`config.mk`:
```
export PLATFORM = sky130hd
export DESIGN_NAME = game_ctrl
export DESIGN_NICKNAME = d
export VERILOG_FILES = /design/src/rtl/game_ctrl.sv
export SDC_FILE = /design/constraint.sdc
export NUM_CORES = 1
export LEC_CHECK = 0
export ABC_AREA = 0
export CORE_MARGIN = 2
export CORE_UTILIZATION = 61
export CTS_BUF_LIST = sky130_fd_sc_hd__clkbuf_4 sky130_fd_sc_hd__clkbuf_8
export DETAILED_ROUTE_END_ITERATION = 16
export PLACE_DENSITY = 0.87
export SYNTH_ARGS = -nofsm -noshare
export SYNTH_HDL_FRONTEND = slang
export SYNTH_SLANG_ARGS = --single-unit
```
`constraint.sdc`:
```
create_clock -name clk -period 6.2 [get_ports clk]
set_input_delay 0.93 -clock clk [delete_from_list [all_inputs] [get_ports clk]]
set_output_delay 0.93 -clock clk [all_outputs]
set_load 0.03 [all_outputs]
```
`src/rtl/game_ctrl.sv`:
```
// Two-lane rhythm game controller.
// A falling block moves down each lane on every frame tick. A button press
// while the block overlaps the hit zone scores a point and respawns the block.
// The first lane to reach WIN_SCORE ends the round. If both lanes reach it in
// the same cycle, the round ends in a tie.
module game_ctrl #(
  parameter int BLOCK_H    = 60,
  parameter int SPEED      = 4,
  parameter int HIT_TOP    = 620,
  parameter int HIT_BOT    = 650,
  parameter int SCREEN_BOT = 720,
  parameter int WIN_SCORE  = 10,
  parameter int RES_STEP   = 36
) (
  input  logic       clk,
  input  logic       rst,
  input  logic       frame_tick,
  input  logic       start,
  input  logic       btn1,
  input  logic       btn2,
  output logic [9:0] block1_top,
  output logic [9:0] block1_bot,
  output logic [9:0] block2_top,
  output logic [9:0] block2_bot,
  output logic [9:0] res1_top,
  output logic [9:0] res2_top,
  output logic [1:0] winner
);

  typedef enum logic [1:0] {IDLE, PLAY, OVER} state_t;

  localparam logic [10:0] H11  = 11'(BLOCK_H);
  localparam logic [10:0] SP11 = 11'(SPEED);
  localparam logic [10:0] HT11 = 11'(HIT_TOP);
  localparam logic [10:0] HB11 = 11'(HIT_BOT);
  localparam logic [10:0] SB11 = 11'(SCREEN_BOT);
  localparam logic [10:0] RS11 = 11'(RES_STEP);
  localparam logic [9:0]  SB10 = 10'(SCREEN_BOT);
  localparam logic [9:0]  H10  = 10'(BLOCK_H);
  localparam logic [3:0]  WIN4 = 4'(WIN_SCORE);

  state_t          state_q;
  logic [1:0][9:0] top_q, bot_q, res_q;
  logic [1:0][3:0] score_q;
  logic [1:0]      btnPrev_q;
  logic [1:0]      winner_q;

  logic [1:0]      press, hit, miss, win;
  logic [1:0][9:0] movTop, movBot, resNext;
  logic [1:0][3:0] scoreInc;
  logic [10:0]     sumTop, sumBot, prod;

  // Per-lane next values: press edges, hit test, moved/clamped block, bumped score
  always_comb begin
    press    = {btn2, btn1} & ~btnPrev_q;
    hit      = '0;
    miss     = '0;
    win      = '0;
    movTop   = '0;
    movBot   = '0;
    resNext  = '0;
    scoreInc = '0;
    sumTop   = '0;
    sumBot   = '0;
    prod     = '0;
    for (int i = 0; i < 2; i++) begin
      hit[i]      = press[i] && ({1'b0, bot_q[i]} > HT11) && ({1'b0, top_q[i]} < HB11);
      sumTop      = {1'b0, top_q[i]} + SP11;
      sumBot      = sumTop + H11;
      miss[i]     = (sumTop >= SB11);
      movTop[i]   = sumTop[9:0];
      movBot[i]   = (sumBot > SB11) ? SB10 : sumBot[9:0];
      scoreInc[i] = (score_q[i] >= WIN4) ? score_q[i] : score_q[i] + 4'd1;
      prod        = 11'(scoreInc[i]) * RS11;
      resNext[i]  = 10'(SB11 - prod);
      win[i]      = hit[i] && (scoreInc[i] == WIN4);
    end
  end

  // Round state machine together with lane positions, scores and score bars
  always_ff @(posedge clk or posedge rst) begin
    if (rst) begin
      state_q   <= IDLE;
      btnPrev_q <= '0;
      winner_q  <= 2'd0;
      for (int i = 0; i < 2; i++) begin
        top_q[i]   <= '0;
        bot_q[i]   <= '0;
        score_q[i] <= '0;
        res_q[i]   <= SB10;
      end
    end else begin
      btnPrev_q <= {btn2, btn1};
      case (state_q)
        IDLE, OVER: begin
          if (start) begin
            state_q  <= PLAY;
            winner_q <= 2'd0;
            for (int i = 0; i < 2; i++) begin
              top_q[i]   <= '0;
              bot_q[i]   <= H10;
              score_q[i] <= '0;
              res_q[i]   <= SB10;
            end
          end
        end
        PLAY: begin
          if (start) begin
            winner_q <= 2'd0;
            for (int i = 0; i < 2; i++) begin
              top_q[i]   <= '0;
              bot_q[i]   <= H10;
              score_q[i] <= '0;
              res_q[i]   <= SB10;
            end
          end else begin
            for (int i = 0; i < 2; i++) begin
              if (hit[i]) begin
                score_q[i] <= scoreInc[i];
                res_q[i]   <= resNext[i];
                top_q[i]   <= '0;
                bot_q[i]   <= H10;
              end else if (frame_tick) begin
                if (miss[i]) begin
                  top_q[i] <= '0;
                  bot_q[i] <= H10;
                end else begin
                  top_q[i] <= movTop[i];
                  bot_q[i] <= movBot[i];
                end
              end
            end
            if (|win) begin
              state_q  <= OVER;
              winner_q <= win;
            end
          end
        end
        default: state_q <= IDLE;
      endcase
    end
  end

  assign block1_top = top_q[0];
  assign block1_bot = bot_q[0];
  assign block2_top = top_q[1];
  assign block2_bot = bot_q[1];
  assign res1_top   = res_q[0];
  assign res2_top   = res_q[1];
  assign winner     = winner_q;

endmodule

```
# == Yosys cells after proc, flatten, opt, wreduce, memory -nomap -nowiden ==
# Cells that the tools add are included.
# totals
out_inout_bits,62
reg_bits,74
# classes
reduce_logical,16
n_lt_le_gt_ge,10
add_sub_neg,8
eq_ne,12
mux,40
n_bitwise,2
multipliers,2
# op_table
operator,count
$mux 10,16
$mux 20,6
$pmux 20 s2,3
$add 10x3->11 const B,2
$add 11x6->11 const B,2
$ge 11x10->1 const B,2
$gt 11x10->1 const B,2
$gt 10x10->1 const B,2
$lt 10x10->1 const B,2
$sub 10x10->10 const A,2
$reduce_and 3->1,6
$mul 4x4->8 const B,2
$mux 4,4
$mux 8,2
$pmux 8 s2,1
$mux 2,6
$ne 3x3->1 const B,3
$add 4x1->4 const B,2
$eq 4x4->1 const B,2
$ge 4x4->1 const B,2
$ne 4x4->1 const B,2
$pmux 2 s2,2
$logic_and 1x1->1,6
$ne 2x2->1 const B,3
7 further kinds,8

# == Longest topological paths before layout ==
# Gate-level depths: netlist (run 1).
# depth
ltp_word,9
mapped_depth,13
mapped_depth_nobuf,13

# == Least setup slack after synthesis (run 1) ==
# Ideal clock, no wire load.
# synth_path
path_type,register to register
from,"reg top_q, in the netlist block1_top[2]"
to,"reg bot_q, in the netlist block1_bot[4]"
period_less_slack_ns,2.864
slack_ns,3.336
required_ns,6.074
stages_incl_launch_ff,12
setup_ns,0.126
t_arrival_ns,2.738
path_cell_list,dfrtp_1 > buf_4 > inv_1 > ha_1 > clkbuf_1 > or4b_1 > a21oi_1 > a311oi_1 > xnor2_1 > a32o_1 > a22oi_1 > o32a_1
# synth_between
elab_chain_len,9
elab_cells_between_ends,14
# synth_rtl
element,line_no,rtl
"start, declared",43,"logic [1:0][9:0] top_q, bot_q, res_q;"
"start signal, assigned by index",128,top_q[i] <= movTop[i];
$add 10x3->11,68,"sumTop = {1'b0, top_q[i]} + SP11;"
$add 11x6->11,69,sumBot = sumTop + H11;
$gt 11x10->1,72,movBot[i] = (sumBot > SB11) ? SB10 : sumBot[9:0];
$mux 10,72,
$mux 10,124,if (miss[i]) begin
$mux 10,123,end else if (frame_tick) begin
$mux 10,118,if (hit[i]) begin
$mux 20,108,if (start) begin
$pmux 20 s2,94,case (state_q)
"end signal, assigned by index",129,bot_q[i] <= movBot[i];
"end, declared",43,
# Parallel ways exist; a longest one is shown, timed or not. The select of a mux whose other input is x is not followed.
# A chain may end at the register's enable or synchronous reset.

# == Worst setup path after layout (run 1) ==
# Ends and elaborated chain as after synthesis.

==> results of run 1 <==
[sequential cells by signal (all words and copies together) (netlist names)]
| signal | cells |
|---|---|
| block1_bot | 9 |
| block1_top | 8 |
| block2_bot | 9 |
| block2_top | 8 |
| btnPrev_q | 2 |
| res1_top | 7 |
| res2_top | 7 |
| score_q | 8 |
| state_q | 2 |
| winner | 2 |
[worst max-delay path, delay by kind of cell, from the launching register on]
kind / cells / cell delay (ns)
flip-flops: 1 / 0.58
AND/OR/NAND/NOR: 1 / 0.39
AO/OA/AOI/OAI: 4 / 1.55
adder cells (fa/ha/maj): 1 / 0.62
[cell type report]
cell class,count,area [µm²],share of cell area
Multi-Input combinational cell,401,2660,0.512
Sequential cell,62,1560,0.300
Timing Repair Buffer,60,598,0.115
Clock buffer,12,153,0.0294
Tap cell,99,124,0.0238
Inverter,21,78.8,0.0152
Clock inverter,4,22.5,0.00433
[worst paths after layout]
| check | to | startpoint | slack (ns) |
|---|---|---|---|
| worst max register to register | block1_bot[4] | block1_top[2] | 2.93 |
| worst max-delay path | block1_bot[4] | block1_top[2] | 2.93 |
| worst min register to register | res2_top[8] | res2_top[8] | 0.48 |
| worst min-delay path | res2_top[8] | res2_top[8] | 0.48 |
| min in group asynchronous | res2_top[5] | rst | 1.10 |
| max in group asynchronous | score_q[0] | rst | 4.58 |
[per-layer routing]
metal | vias up | wire (µm) | GRT usage
met2 | 174 | 5600 | 0.463
met1 | 2069 | 4620 | 0.340
met5 | - | 0 | 0
met3 | 36 | 716 | 0.0813
li1 | 1944 | - | -
met4 | 0 | 303 | 0.136
[kinds of logic after synthesis]
logic type | Yosys count
buf+inv | 63
compound gates | 171
mux | 1
xor+xnor | 31
other cells | 1
simple gates | 171
fa+ha+maj | 19
flops | 62
[layout by cell type (no fill, tap or decap), types with 10 or more instances in the layout]
cell type,instances
nand3_1,20
inv_1,19
xor2_1,10
clkdlybuf4s50_1,59
clkbuf_8,10
and2_1,10
nor2_1,17
dfrtp_1,54
a31oi_1,11
xnor2_1,20
o21ai_0,43
a21oi_1,21
nand2_1,60
ha_1,19
o31ai_1,10
[power by group]
part           total, W  switching (W)  internal [W]
sequential     0.000432      0.0000178      0.000415
clock          0.000328       0.000165      0.000163
combinational  0.000127      0.0000817     0.0000453
[through the flow]
stage          setup WS, ns  hold WS (ns)
5_1_grt                2.73         0.502
3_5_place_dp           2.85         0.470
2_1_floorplan          3.34         0.529
4_1_cts                2.98         0.486
3_3_place_gp           2.96         0.469
6_report               2.93         0.482
==> results.py, run 1 <==
metrics = {
    "outcome": {
        "outcome": "completed",
    },
    "worst_setup_path": {
        "cp.arrival_ns": 3.51,
        "endpoint_kind": "register",
        "start_kind": "register",
        "crit_chain": "ha_1, a31oi_1, or2_2, a311oi_2, o2111ai_2, o32a_1",
        "path_max_fanout": 17,
        "cpMaxStageDelayCell": "ha_1",
        "r2r_cells": 6,
        "max_stage_delay_ns": 0.62,
        "crit_type": "reg2reg",
        "required_ns": 6.44,
    },
    "cts": {
        "clk_latency_ns": 0.36,
        "numCtsBuffers": 9,
        "cts_setup_buffers": 0,
        "cts-htree-levels": 3,
        "cts.sinks": 62,
        "cts_tree": "yes",
        "cts-hold-fix-buffers": 0,
        "cts.clk_slew.worst_paths_ns": 0.07,
        "cts_buffer_depth": 2,
        "clock-root-buffer": "clkbuf_8",
        "cts-resized-gates": 0,
    },
    "floorplanning": {
        "initial_utilization": 0.624,
        "dieHeight_um": 89.9,
        "core_mm2": 0.00721,
        "die_w_um": 89.9,
        "io_pins": 68,
        "dieArea_mm2": 0.00809,
        "rows": 31,
    },
    "logic_synthesis": {
        "synth_top_area_frac": 0.300,
        "synth_area_leaders": "dfrtp_1 (30%), ha_1 (5.3%), nand2_1 (5.0%)",
        "synth.avg_cell_area_um2": 8.68,
        "ys_ff_latch": 62,
        "synthArstFlopShare": 1.00,
        "ys_types": 80,
        "yosys_warnings": 0,
        "synthSimpleGateAreaFrac": 0.203,
        "postSynthCellCount": 519,
        "synth-adder-area-share": 0.0528,
        "yosysTopAreaCell": "dfrtp_1",
        "yosysMostFrequentCell": "nand2_1",
        "syn_area_mm2": 0.00450,
        "synth_compound_area_frac": 0.264,
        "muxShareOfSynthArea": 0.00250,
        "synth_top_family_by_area": "compound AO/OA/AOI/OAI gates",
        "synthXorXnorAreaFrac": 0.0619,
        "seq_area_frac_synth": 0.347,
        "ys_top_cells_by_count": "nand2_1 (60), dfrtp_1 (54), o21ai_0 (43), a21oi_1 (21)",
        "synth-main-ff-cell": "dfrtp_1",
        "synth-edff-count": 0,
    },
    "routing": {
        "first_pass_iters": 5,
        "drc_errors": 0,
        "routed_via_density": 6.41,
        "wl_um": 11200,
        "ant_nets": 0,
        "routed-via-count": 4223,
        "wl_per_cell_um": 17.1,
        "drt_iter0_drc": 223,
    },
    "final_layout": {
        "drive_above_1_share": 0.0839,
        "syn_to_final_growth_pct": 15.4,
        "finish.net_count": 580,
        "final_cells": 659,
        "design_area_mm2": 0.00520,
        "post-route-util": 0.721,
        "fill_cells": 576,
        "n_antenna_cell": 0,
    },
    "timing": {
        "tns_ns": 0,
        "fmaxAchievable_mhz": 306,
        "rsz0062_at_grt": "false",
        "slew_violations": 0,
        "fin_crit_sh": 0.527,
        "slew-limit-headroom": 0.166,
        "setup_viol": 0,
        "fin_crit_ns": 3.27,
        "skew_ns": 0.00927,
        "worst_pin_slew_ns": 1.23,
        "final_hold_viol_count": 0,
    },
    "grt": {
        "grt_pass1_wl_um": 18800,
        "grt_pass1_vias": 4092,
        "antenna_found_initial": 0,
        "grt_overflow": 0,
        "grtUsageTotal": 0.281,
        "grt_max_degree": 63,
    },
    "power_and_ir_drop": {
        "power.density_mw_per_mm2": 171,
        "p_leak_nw": 2.12,
        "power_w": 0.000887,
        "max-vdd-ir-drop_mv": 0.239,
    },
    "min_path": {
        "hold_class": "reg2reg",
        "holdPathStages": 2,
    },
    "placement": {
        "globalplace.congestion": 0.916,
        "port_buffers": 59,
        "place_hpwl_um": 7880,
        "place.detailed.instances": 643,
        "placed_area_mm2": 0.00502,
    },
    "job": {
        "cap_violations": 0,
    },
}
(Power assumes the default switching activity.)
==> run 2, diff against run 1 <==
--- a/config.mk
+++ b/config.mk
@@ -7,10 +7,10 @@
 export LEC_CHECK = 0
 export ABC_AREA = 0
 export CORE_MARGIN = 2
-export CORE_UTILIZATION = 61
+export CORE_UTILIZATION = 51
 export CTS_BUF_LIST = sky130_fd_sc_hd__clkbuf_4 sky130_fd_sc_hd__clkbuf_8
 export DETAILED_ROUTE_END_ITERATION = 16
-export PLACE_DENSITY = 0.87
+export PLACE_DENSITY = 0.77
 export SYNTH_ARGS = -nofsm -noshare
 export SYNTH_HDL_FRONTEND = slang
 export SYNTH_SLANG_ARGS = --single-unit
==> constraint.sdc (replaced) <==
create_clock -name clk -period 2.7 [get_ports clk]
set_input_delay 0.405 -clock clk [delete_from_list [all_inputs] [get_ports clk]]
set_output_delay 0.405 -clock clk [all_outputs]
set_load 0.03 [all_outputs]
==> run 2 against run 1 <==
Effect of this change:
- register-to-register slack got worse by 2.9 ns
- core utilization down 5.9 points
- maximum frequency increased by 25%
- non-clock buffer count rose by 45
- critical path depth up 4
- combinational power grew to 2.6 times the previous value
- sequential power rose by 130%
- worst setup slack got worse by 2.9 ns
- cell count is 8.2% higher
- sequential share of layout area decreased by 2.6 points
- global-route usage fell by 3.2 points
- design area increased by 9.8%
- critical path type unchanged
- highest routed layer unchanged
==> results.py, run 2 (synthesis results as in run 1) <==
metrics = {
    "timing": {
        "rsz0062_at_grt": "true",
        "fmaxAchievable_mhz": 382,
        "slew-limit-headroom": 0.599,
        "final_hold_viol_count": 0,
        "fin_crit_ns": 2.62,
        "worst_pin_slew_ns": 0.597,
        "fin_crit_sh": 0.969,
        "worst_slack_ns": 0.0826,
        "tns_ns": 0,
        "setup_viol": 0,
        "slew_violations": 0,
        "skew_ns": 0.00780,
    },
    "floorplanning": {
        "io_pins": 68,
        "die_w_um": 98.0,
        "rows": 34,
        "core_mm2": 0.00864,
        "dieHeight_um": 98.0,
        "initial_utilization": 0.522,
        "dieArea_mm2": 0.00960,
    },
    "worst_setup_path": {
        "worstPathBufferInverterCount": 2,
        "required_ns": 2.94,
        "setup.worst_path.start": "block1_top[2]",
        "r2r_start": "block1_top[2]",
        "cp_top_family": "compound AO/OA/AOI/OAI gates",
        "max_stage_delay_ns": 0.52,
        "r2r_cells": 10,
        "cp.depth": 10,
        "endpoint_kind": "register",
        "cpMaxStageDelayCell": "or4b_1",
        "cp.arrival_ns": 2.85,
        "crit_type": "reg2reg",
        "crit_chain": "buf_4, inv_2, ha_4, or4b_1, a21oi_2, a311oi_2, xnor2_1, a32o_2, a22oi_1, o32a_1",
        "path_max_fanout": 8,
        "reg2reg_slack_ns": 0.08,
        "start_kind": "register",
    },
    "final_layout": {
        "syn_to_final_growth_pct": 26.8,
        "final_common_cell": "nand2_1",
        "design_area_mm2": 0.00571,
        "finish.net_count": 625,
        "final_cells": 713,
        "n_antenna_cell": 0,
        "post-route-util": 0.661,
        "drive_above_1_share": 0.183,
        "fill_cells": 713,
        "seq_area_mm2": 0.00157,
        "multiInputGateArea_mm2": 0.00276,
        "mostFrequentLayoutCells": "nand2_1 (60), clkdlybuf4s50_1 (59), dfrtp_1 (48)",
    },
    "cts": {
        "cts_buffer_depth": 2,
        "cts.clk_slew.worst_paths_ns": 0.08,
        "cts-hold-fix-buffers": 0,
        "cts_tree": "yes",
        "cts-htree-levels": 3,
        "clock-root-buffer": "clkbuf_8",
        "cts.sinks": 62,
        "clk_latency_ns": 0.35,
        "numCtsBuffers": 9,
    },
    "min_path": {
        "hold_class": "in2async",
    },
    "grt": {
        "grt_pass1_wl_um": 19900,
        "antenna_found_initial": 0,
        "grtUsageTotal": 0.249,
        "grt_pass1_vias": 4237,
        "grt_overflow": 0,
        "grt_max_degree": 40,
    },
    "placement": {
        "place.detailed.instances": 694,
        "port_buffers": 59,
        "globalplace.congestion": 0.974,
        "place_ws_ns": 0.0275,
        "placed_area_mm2": 0.00539,
        "place_hpwl_um": 8430,
    },
    "routing": {
        "drt_iter0_drc": 181,
        "wl_per_cell_um": 16.4,
        "routed-via-count": 4239,
        "ant_nets": 0,
        "wl_um": 11700,
        "first_pass_iters": 5,
        "drc_errors": 0,
        "routed_via_density": 5.95,
    },
    "power_and_ir_drop": {
        "max-vdd-ir-drop_mv": 0.369,
        "p_leak_nw": 2.37,
        "power.density_mw_per_mm2": 396,
    },
    "outcome": {
        "outcome": "completed",
    },
    "job": {
        "cap_violations": 0,
    },
}
[run 2: cell types whose count changed in the layout (fill, tap and decap cells not counted), moves of 2 or more]
cell	before	now
xnor2_2	0	3
o31ai_1	10	8
ha_1	19	16
bufinv_16	0	2
clkbuf_4	2	0
clkinv_4	0	3
dfrtp_2	0	6
dfrtp_1	54	48
clkinv_2	3	1
ha_2	0	2
o31ai_4	0	2
buf_4	1	45
xnor2_1	20	17
[run 2: path summary, 6_finish.rpt]
path	to
max	block1_bot[4]
min	block1_top[7]
max reg2reg	block1_bot[4]
min reg2reg	res2_top[3]
max in group asynchronous	res1_top[7]
min in group clk	res2_top[3]
[run 2: metal layers]
layer,global-route usage,up-vias,share of wire
met4,0.118,0,0.027
met2,0.417,115,0.49
met3,0.0344,28,0.039
met5,0,-,0
li1,-,2037,-
met1,0.317,2059,0.44
[run 2: what timing repair did]
item	in CTS	in global routing
pin swaps	1	7
gates resized for setup	2	15
endpoints found under the setup margin	3	25
buffers inserted	1	2
[run 2: cell type report]
type	instances	area share
Multi-Input combinational cell	401	0.483
Sequential cell	62	0.275
Timing Repair Buffer	105	0.166
Tap cell	108	0.0237
Clock buffer	9	0.0217
Clock inverter	7	0.0173
Inverter	21	0.0138
[run 2: per-stage QoR]
step | total power (W) | hold slack (ns)
after global placement | 0.00133 | 0.468
after global routing | 0.00235 | 0.483
after CTS | 0.00226 | 0.455
after detailed placement | 0.00134 | 0.473
final | 0.00226 | 0.425
after floorplan | 0.00122 | 0.436
[run 2: report_power, final]
| group | leakage, nW | switching, W | total, W | internal [W] |
|---|---|---|---|---|
| clock | 0.109 | 0.000415 | 0.000937 | 0.000523 |
| sequential | 0.782 | 0.0000334 | 0.000986 | 0.000953 |
| combinational | 1.48 | 0.000203 | 0.000335 | 0.000132 |
